**config.mk**
```make
export PLATFORM = sky130hd
export DESIGN_NAME = axi4_cmd_master
export DESIGN_NICKNAME = d
export VERILOG_FILES = /design/src/rtl/axi4_pkg.sv /design/src/rtl/axi4_cmd_master.sv
export SDC_FILE = /design/constraint.sdc
export NUM_CORES = 1
export LEC_CHECK = 0
export CAP_MARGIN = 20
export CORE_UTILIZATION = 39
export CTS_BUF_LIST = sky130_fd_sc_hd__clkbuf_16
export CTS_CLUSTER_DIAMETER = 40
export DETAILED_ROUTE_END_ITERATION = 16
export GPL_TIMING_DRIVEN = 1
export PLACE_DENSITY = 0.8
export SYNTH_ARGS = -nofsm -noshare
export SYNTH_HDL_FRONTEND = slang
export SYNTH_SLANG_ARGS = --single-unit
```
**constraint.sdc**
```tcl
create_clock -name clk -period 1.9 [get_ports clk]
set_input_delay 0.19 -clock clk [delete_from_list [all_inputs] [get_ports clk]]
set_output_delay 0.19 -clock clk [all_outputs]
set_load 0.02 [all_outputs]
```
**src/rtl/axi4_pkg.sv**
```systemverilog
// Shared AXI4 definitions for the command master: FSM state encoding,
// RESP codes, burst type and a helper that derives AxSIZE from the data width.
package axi4_pkg;

    typedef enum logic [2:0] {
        ST_IDLE = 3'd0,
        ST_WR   = 3'd1,
        ST_WR_B = 3'd2,
        ST_RD_A = 3'd3,
        ST_RD_R = 3'd4,
        ST_RSP  = 3'd5
    } cmd_mst_state_e;

    localparam logic [1:0] OKAY       = 2'b00;
    localparam logic [1:0] EXOKAY     = 2'b01;
    localparam logic [1:0] SLVERR     = 2'b10;
    localparam logic [1:0] DECERR     = 2'b11;
    localparam logic [1:0] BURST_INCR = 2'b01;

    // AxSIZE is log2 of the bytes per beat; only 32- and 64-bit buses exist here.
    function automatic logic [2:0] axi_size(input int data_w);
        return (data_w == 64) ? 3'd3 : 3'd2;
    endfunction

endpackage

```
**src/rtl/axi4_cmd_master.sv**
```systemverilog
// Single-outstanding AXI4 master: one valid/ready command becomes one
// single-beat AXI4 write or read, and one response is returned per command.
// Optional wait-state watchdog: define AXI4_CMD_MASTER_TIMEOUT_EN.
module axi4_cmd_master
    import axi4_pkg::*;
#(
    parameter int ADDR_W      = 32,
    parameter int DATA_W      = 32,
    parameter int TIMEOUT_CYC = 256
) (
    input  logic                clk,
    input  logic                reset,
    input  logic                cmd_valid,
    output logic                cmd_ready,
    input  logic                cmd_write,
    input  logic [ADDR_W-1:0]   cmd_addr,
    input  logic [DATA_W-1:0]   cmd_wdata,
    input  logic [DATA_W/8-1:0] cmd_wstrb,
    output logic                rsp_valid,
    input  logic                rsp_ready,
    output logic [DATA_W-1:0]   rsp_rdata,
    output logic [1:0]          rsp_resp,
    output logic                rsp_timeout,
    output logic [ADDR_W-1:0]   awaddr,
    output logic [7:0]          awlen,
    output logic [2:0]          awsize,
    output logic [1:0]          awburst,
    output logic                awvalid,
    input  logic                awready,
    output logic [DATA_W-1:0]   wdata,
    output logic [DATA_W/8-1:0] wstrb,
    output logic                wlast,
    output logic                wvalid,
    input  logic                wready,
    input  logic [1:0]          bresp,
    input  logic                bvalid,
    output logic                bready,
    output logic [ADDR_W-1:0]   araddr,
    output logic [7:0]          arlen,
    output logic [2:0]          arsize,
    output logic [1:0]          arburst,
    output logic                arvalid,
    input  logic                arready,
    input  logic [DATA_W-1:0]   rdata,
    input  logic [1:0]          rresp,
    input  logic                rlast,
    input  logic                rvalid,
    output logic                rready
);

    localparam int ALIGN_LSB = (DATA_W == 64) ? 3 : 2;
    localparam int STRB_W    = DATA_W / 8;

    cmd_mst_state_e      state_q, state_d;
    logic                cmd_ready_q, rsp_valid_q;
    logic                awvalid_q, wvalid_q, arvalid_q, bready_q, rready_q;
    logic                aw_done_q, w_done_q;
    logic [ADDR_W-1:0]   awaddr_q, araddr_q;
    logic [DATA_W-1:0]   wdata_q, rsp_rdata_q;
    logic [STRB_W-1:0]   wstrb_q;
    logic [1:0]          rsp_resp_q;

    logic [ADDR_W-1:0]   aligned_addr_s;
    logic                aw_all_s, w_all_s, b_hs_s, r_hs_s;
    logic                tmo_hit_s, tmo_fire_s;
    logic                unused_rlast_s;

    assign aligned_addr_s = {cmd_addr[ADDR_W-1:ALIGN_LSB], {ALIGN_LSB{1'b0}}};
    assign aw_all_s       = aw_done_q | (awvalid_q & awready);
    assign w_all_s        = w_done_q  | (wvalid_q  & wready);
    assign b_hs_s         = (state_q == ST_WR_B) & bvalid;
    assign r_hs_s         = (state_q == ST_RD_R) & rvalid;
    assign unused_rlast_s = rlast;

`ifdef AXI4_CMD_MASTER_TIMEOUT_EN
    localparam int TMO_W = $clog2(TIMEOUT_CYC + 1);
    logic [TMO_W-1:0] tmo_q;
    logic             waiting_s;
    logic             rsp_timeout_q;

    assign waiting_s = (state_q == ST_WR) || (state_q == ST_WR_B) ||
                       (state_q == ST_RD_A) || (state_q == ST_RD_R);
    assign tmo_hit_s = (tmo_q == TMO_W'(TIMEOUT_CYC - 1));

    // Wait-state watchdog: restarts on every state change, counts while waiting on the slave.
    always_ff @(posedge clk) begin
        if (!reset || (state_d != state_q)) begin
            tmo_q <= {TMO_W{1'b0}};
        end else if (waiting_s) begin
            tmo_q <= tmo_q + TMO_W'(1);
        end else begin
            tmo_q <= tmo_q;
        end
    end

    // Flags responses that were manufactured by the watchdog rather than the slave.
    always_ff @(posedge clk) begin
        if (!reset) begin
            rsp_timeout_q <= 1'b0;
        end else if (tmo_fire_s) begin
            rsp_timeout_q <= 1'b1;
        end else if (b_hs_s || r_hs_s) begin
            rsp_timeout_q <= 1'b0;
        end else begin
            rsp_timeout_q <= rsp_timeout_q;
        end
    end

    assign rsp_timeout = rsp_timeout_q;
`else
    localparam int unused_tmo_cyc = TIMEOUT_CYC;
    assign tmo_hit_s   = 1'b0;
    assign rsp_timeout = 1'b0;
`endif

    // Next-state decode; handshake completion always wins over a watchdog expiry.
    always_comb begin
        state_d    = state_q;
        tmo_fire_s = 1'b0;
        case (state_q)
            ST_IDLE: begin
                if (cmd_valid) state_d = cmd_write ? ST_WR : ST_RD_A;
                else           state_d = ST_IDLE;
            end
            ST_WR: begin
                if (aw_all_s && w_all_s) begin
                    state_d = ST_WR_B;
                end else if (tmo_hit_s) begin
                    state_d    = ST_RSP;
                    tmo_fire_s = 1'b1;
                end else begin
                    state_d = ST_WR;
                end
            end
            ST_WR_B: begin
                if (bvalid) begin
                    state_d = ST_RSP;
                end else if (tmo_hit_s) begin
                    state_d    = ST_RSP;
                    tmo_fire_s = 1'b1;
                end else begin
                    state_d = ST_WR_B;
                end
            end
            ST_RD_A: begin
                if (arvalid_q && arready) begin
                    state_d = ST_RD_R;
                end else if (tmo_hit_s) begin
                    state_d    = ST_RSP;
                    tmo_fire_s = 1'b1;
                end else begin
                    state_d = ST_RD_A;
                end
            end
            ST_RD_R: begin
                if (rvalid) begin
                    state_d = ST_RSP;
                end else if (tmo_hit_s) begin
                    state_d    = ST_RSP;
                    tmo_fire_s = 1'b1;
                end else begin
                    state_d = ST_RD_R;
                end
            end
            ST_RSP: begin
                if (rsp_ready) state_d = ST_IDLE;
                else           state_d = ST_RSP;
            end
            default: begin
                state_d = ST_IDLE;
            end
        endcase
    end

    // FSM register plus all handshake outputs, derived from the state being entered.
    always_ff @(posedge clk) begin
        if (!reset) begin
            state_q     <= ST_IDLE;
            cmd_ready_q <= 1'b1;
            rsp_valid_q <= 1'b0;
            awvalid_q   <= 1'b0;
            wvalid_q    <= 1'b0;
            arvalid_q   <= 1'b0;
            bready_q    <= 1'b0;
            rready_q    <= 1'b0;
            aw_done_q   <= 1'b0;
            w_done_q    <= 1'b0;
            awaddr_q    <= {ADDR_W{1'b0}};
            araddr_q    <= {ADDR_W{1'b0}};
            wdata_q     <= {DATA_W{1'b0}};
            wstrb_q     <= {STRB_W{1'b0}};
            rsp_rdata_q <= {DATA_W{1'b0}};
            rsp_resp_q  <= 2'b00;
        end else begin
            state_q     <= state_d;
            cmd_ready_q <= (state_d == ST_IDLE);
            rsp_valid_q <= (state_d == ST_RSP);
            bready_q    <= (state_d == ST_WR_B);
            arvalid_q   <= (state_d == ST_RD_A);
            rready_q    <= (state_d == ST_RD_R);
            // AW and W retire independently; each valid drops after its own handshake.
            awvalid_q   <= (state_d == ST_WR) && !((state_q == ST_WR) && aw_all_s);
            wvalid_q    <= (state_d == ST_WR) && !((state_q == ST_WR) && w_all_s);
            aw_done_q   <= (state_q == ST_WR) && (state_d == ST_WR) && aw_all_s;
            w_done_q    <= (state_q == ST_WR) && (state_d == ST_WR) && w_all_s;
            case (state_q)
                ST_IDLE: begin
                    if (cmd_valid && cmd_write) begin
                        awaddr_q <= aligned_addr_s;
                        wdata_q  <= cmd_wdata;
                        wstrb_q  <= cmd_wstrb;
                    end else if (cmd_valid) begin
                        araddr_q <= aligned_addr_s;
                    end
                end
                ST_WR_B: begin
                    if (bvalid) begin
                        rsp_resp_q  <= bresp;
                        rsp_rdata_q <= {DATA_W{1'b0}};
                    end
                end
                ST_RD_R: begin
                    if (rvalid) begin
                        rsp_resp_q  <= rresp;
                        rsp_rdata_q <= rdata;
                    end
                end
                default: begin
                end
            endcase
            if (tmo_fire_s) begin
                rsp_resp_q  <= SLVERR;
                rsp_rdata_q <= {DATA_W{1'b0}};
            end
        end
    end

    assign cmd_ready = cmd_ready_q;
    assign rsp_valid = rsp_valid_q;
    assign rsp_rdata = rsp_rdata_q;
    assign rsp_resp  = rsp_resp_q;
    assign awaddr    = awaddr_q;
    assign awvalid   = awvalid_q;
    assign wdata     = wdata_q;
    assign wstrb     = wstrb_q;
    assign wlast     = wvalid_q;
    assign wvalid    = wvalid_q;
    assign bready    = bready_q;
    assign araddr    = araddr_q;
    assign arvalid   = arvalid_q;
    assign rready    = rready_q;
    assign awlen     = 8'd0;
    assign arlen     = 8'd0;
    assign awsize    = axi_size(DATA_W);
    assign arsize    = axi_size(DATA_W);
    assign awburst   = BURST_INCR;
    assign arburst   = BURST_INCR;

endmodule
```
==> flow_summary.toml, run 1 <==
[status]
outcome = "finished clean"

[global_route]
grt_pass1_wl_mm = 24.5
grt_max_degree = 55
grt_overflow = 0
grt_antenna_before_repair = 0
gr-usage-all-layers_pct = 21.9
grt_pass1_vias = 4928

[timing]
relSlewSlack_pct = 65.5
fin_skew_ns = 0.00706
clock.fmax_ghz = 0.572
post-route-period-util_pct = 92.0
rsz0062_at_grt = "yes"
tns_ns = 0
hold_slack_ns = 0.319
post-route-min-period_ns = 1.75
drv_slew = 0
worstMarginPinSlew_ns = 0.518
setup_viol_count_final = 0
final_hold_viol_count = 0

[cells_and_area]
seqCellArea_mm2 = 0.00284
nFillCells = 1144
n_antenna_cell = 0
synthToLayoutAreaGrowth_pct = 58.4
drive_gt1_share_pct = 6.70
nets = 1028
multi_input_area_mm2 = 0.00219

[place]
gp_congestion = 0.803
hpwl_mm = 10.7
numPortBuffers = 249

[clock_network]
path_clk_slew_ns = 0.06
cts_resized = 0
cts.path.max_buffers = 2
cts_buffers = 17
cts_sinks = 142
cts_setup_buffers = 0
htreeDepth = 4
hold_buffers = 0
clk_latency_ns = 0.42
cts_root_buffer = "clkbuf_16"
cts_tree = "done"

[power]
p_leak_nw = 3.04
peakVddDrop_v = 0.000928
cellPowerDensity_mw_per_mm2 = 902

[logic_synthesis]
ys_ff_latch = 142
syn_area_mm2 = 0.00541
ys_seq_area_share_pct = 52.6
ys_warn_count = 0
yosysUniqueCellTypes = 36
ys.flop_type = "dfxtp_1"
async_flop_share_pct = 0
syn_inst = 678
synthMostInstantiatedCell = "nand2_1"
synth_edf_count = 0
syn_avg_cell_area_um2 = 7.98
netlist_top_cells_count = "nand2_1, dfxtp_1, a21oi_1"
synth.largest_area_cell = "dfxtp_1"
synth_area_leaders = "dfxtp_1, nand2_1, a21oi_1, buf_4, nand4_1"
netlist.area_leader.share_pct = 52.6

[worst_setup_path]
critPathKind = "reg2reg"
worst-path-buf-inv = 1
required_ns = 2.25
crit_fanout = 22
cp_slowest_stage_delay_ns = 0.54
critPathTopFamily = "compound AO/OA/AOI/OAI gates"
cp.arrival_ns = 2.09
critPathCaptureType = "flip-flop"
cp-start-kind = "flip-flop"
critPathSlowestCell = "dfxtp_1"
worstPathCellList = "nor2_2, a21oi_2, buf_4, nand2_1, a21oi_1"

[detailed_routing]
ant_nets = 0
route.detailed.drc = 0
routedWlPerCell_um = 14.4
routed_wl_mm = 15.9
avgViaCountPerCell = 4.85
vias = 5348
dr.pass1.iters = 5
drt-initial-drc-count = 270

[floorplanning]
start_util_pct = 40.4
die-height_um = 120
chipWidth_um = 120
io_pins = 284
fp-row-count = 42
dieArea_mm2 = 0.0143
core_mm2 = 0.0134

[min_path]
hp-class = "in2reg"

[run]
cap_violations = 0
## path summary, 6_finish.rpt
path         slack [ns]            end  cells after the start           from
min                0.32      wdata[28]                      3  cmd_wdata[28]
min reg2reg        0.45  rsp_rdata[31]                      2  rsp_rdata[31]
max reg2reg        0.15  rsp_rdata[25]                      5     state_q[1]
max                0.15  rsp_rdata[25]                      5     state_q[1]
## tightest hold or removal path, delay by kind of cell
family          cells  cell delay, ns
compound gates      1            0.05
buf+inv             1            0.40
simple gates        1            0.05
## metrics by stage
step | setup slack (ns) | std cells | power [mW] | instance area (µm²) | utilization (%)
floorplan | 0.301 | 707 | 4.03 | 5520 | -
global route | -0.0173 | 1102 | 8.04 | 8570 | 63.9
global placement | 0.0341 | 1070 | 4.68 | 8020 | 59.8
finish | 0.153 | 1102 | 7.73 | 8570 | 63.9
CTS | 0.143 | 1102 | 7.81 | 8570 | 63.9
detailed placement | 0.0190 | 1070 | 4.70 | 8020 | 59.8
## routing by layer
layer	vias up	GRT usage (%)	share of wire, %	routed length (µm)
li1	2654	-	-	-
met1	2443	24.2	40	6290
met2	227	37.6	50	7890
met3	24	8.60	8.8	1400
met4	0	8.98	2.0	322
met5	-	0	0	0
## logic make-up after synthesis
group / Yosys count / synth area share, %
DFF: 142 / 52.6
and+or+nand+nor: 300 / 24.1
AOI/OAI and AO/OA: 146 / 14.1
buffers and inverters: 88 / 9.14
other: 2 / 0.139
## registers in the layout, indices dropped and copies added, names as in the netlist, 2 cells and up
name       flops
rsp_rdata     32
wdata         32
araddr        30
awaddr        30
wstrb          4
state_q        3
rsp_resp       2
## layout by cell type, fill, tap and decap left out, types with 2 or more instances in the layout
cell type,n
clkbuf_16,17
nand4_1,33
buf_4,15
a21oi_1,133
nand2_1,228
clkinv_4,2
inv_6,2
nand2b_1,5
nor2b_1,5
clkdlybuf4s50_1,249
nand3_1,2
inv_1,4
o21ai_0,2
dfxtp_1,142
nor3_1,6
o21a_1,2
clkinv_2,4
buf_12,7
conb_1,31
and4_1,2
clkinvlp_4,4
nor2_1,6
a311oi_1,2
## layout make-up
| type | instances | share of cell area [%] |
|---|---|---|
| clock buffer | 17 | 4.97 |
| clock inverter | 15 | 1.43 |
| inverter | 4 | 0.204 |
| multi-input combinational | 477 | 25.6 |
| sequential | 142 | 33.2 |
| tap | 176 | 2.57 |
| timing repair buffer | 271 | 32.0 |
## report_power, final
part | internal [mW] | leakage (nW) | switching [mW]
sequential | 3.13 | 1.15 | 0.0860
combinational | 0.655 | 1.63 | 0.764
clock | 1.79 | 0.264 | 1.30
total | 5.57 | 3.04 | 2.15
(Power assumes the default switching activity.)
==> inputs of run 2 (changes only) <==
--- a/config.mk
+++ b/config.mk
@@ -10,6 +10,7 @@
 export CTS_BUF_LIST = sky130_fd_sc_hd__clkbuf_16
 export CTS_CLUSTER_DIAMETER = 40
 export DETAILED_ROUTE_END_ITERATION = 16
+export GPL_ROUTABILITY_DRIVEN = 0
 export GPL_TIMING_DRIVEN = 1
 export PLACE_DENSITY = 0.8
 export SYNTH_ARGS = -nofsm -noshare
==> results of run 2 <==
The final DEF is identical to that of run 1; final timing and power are the same.
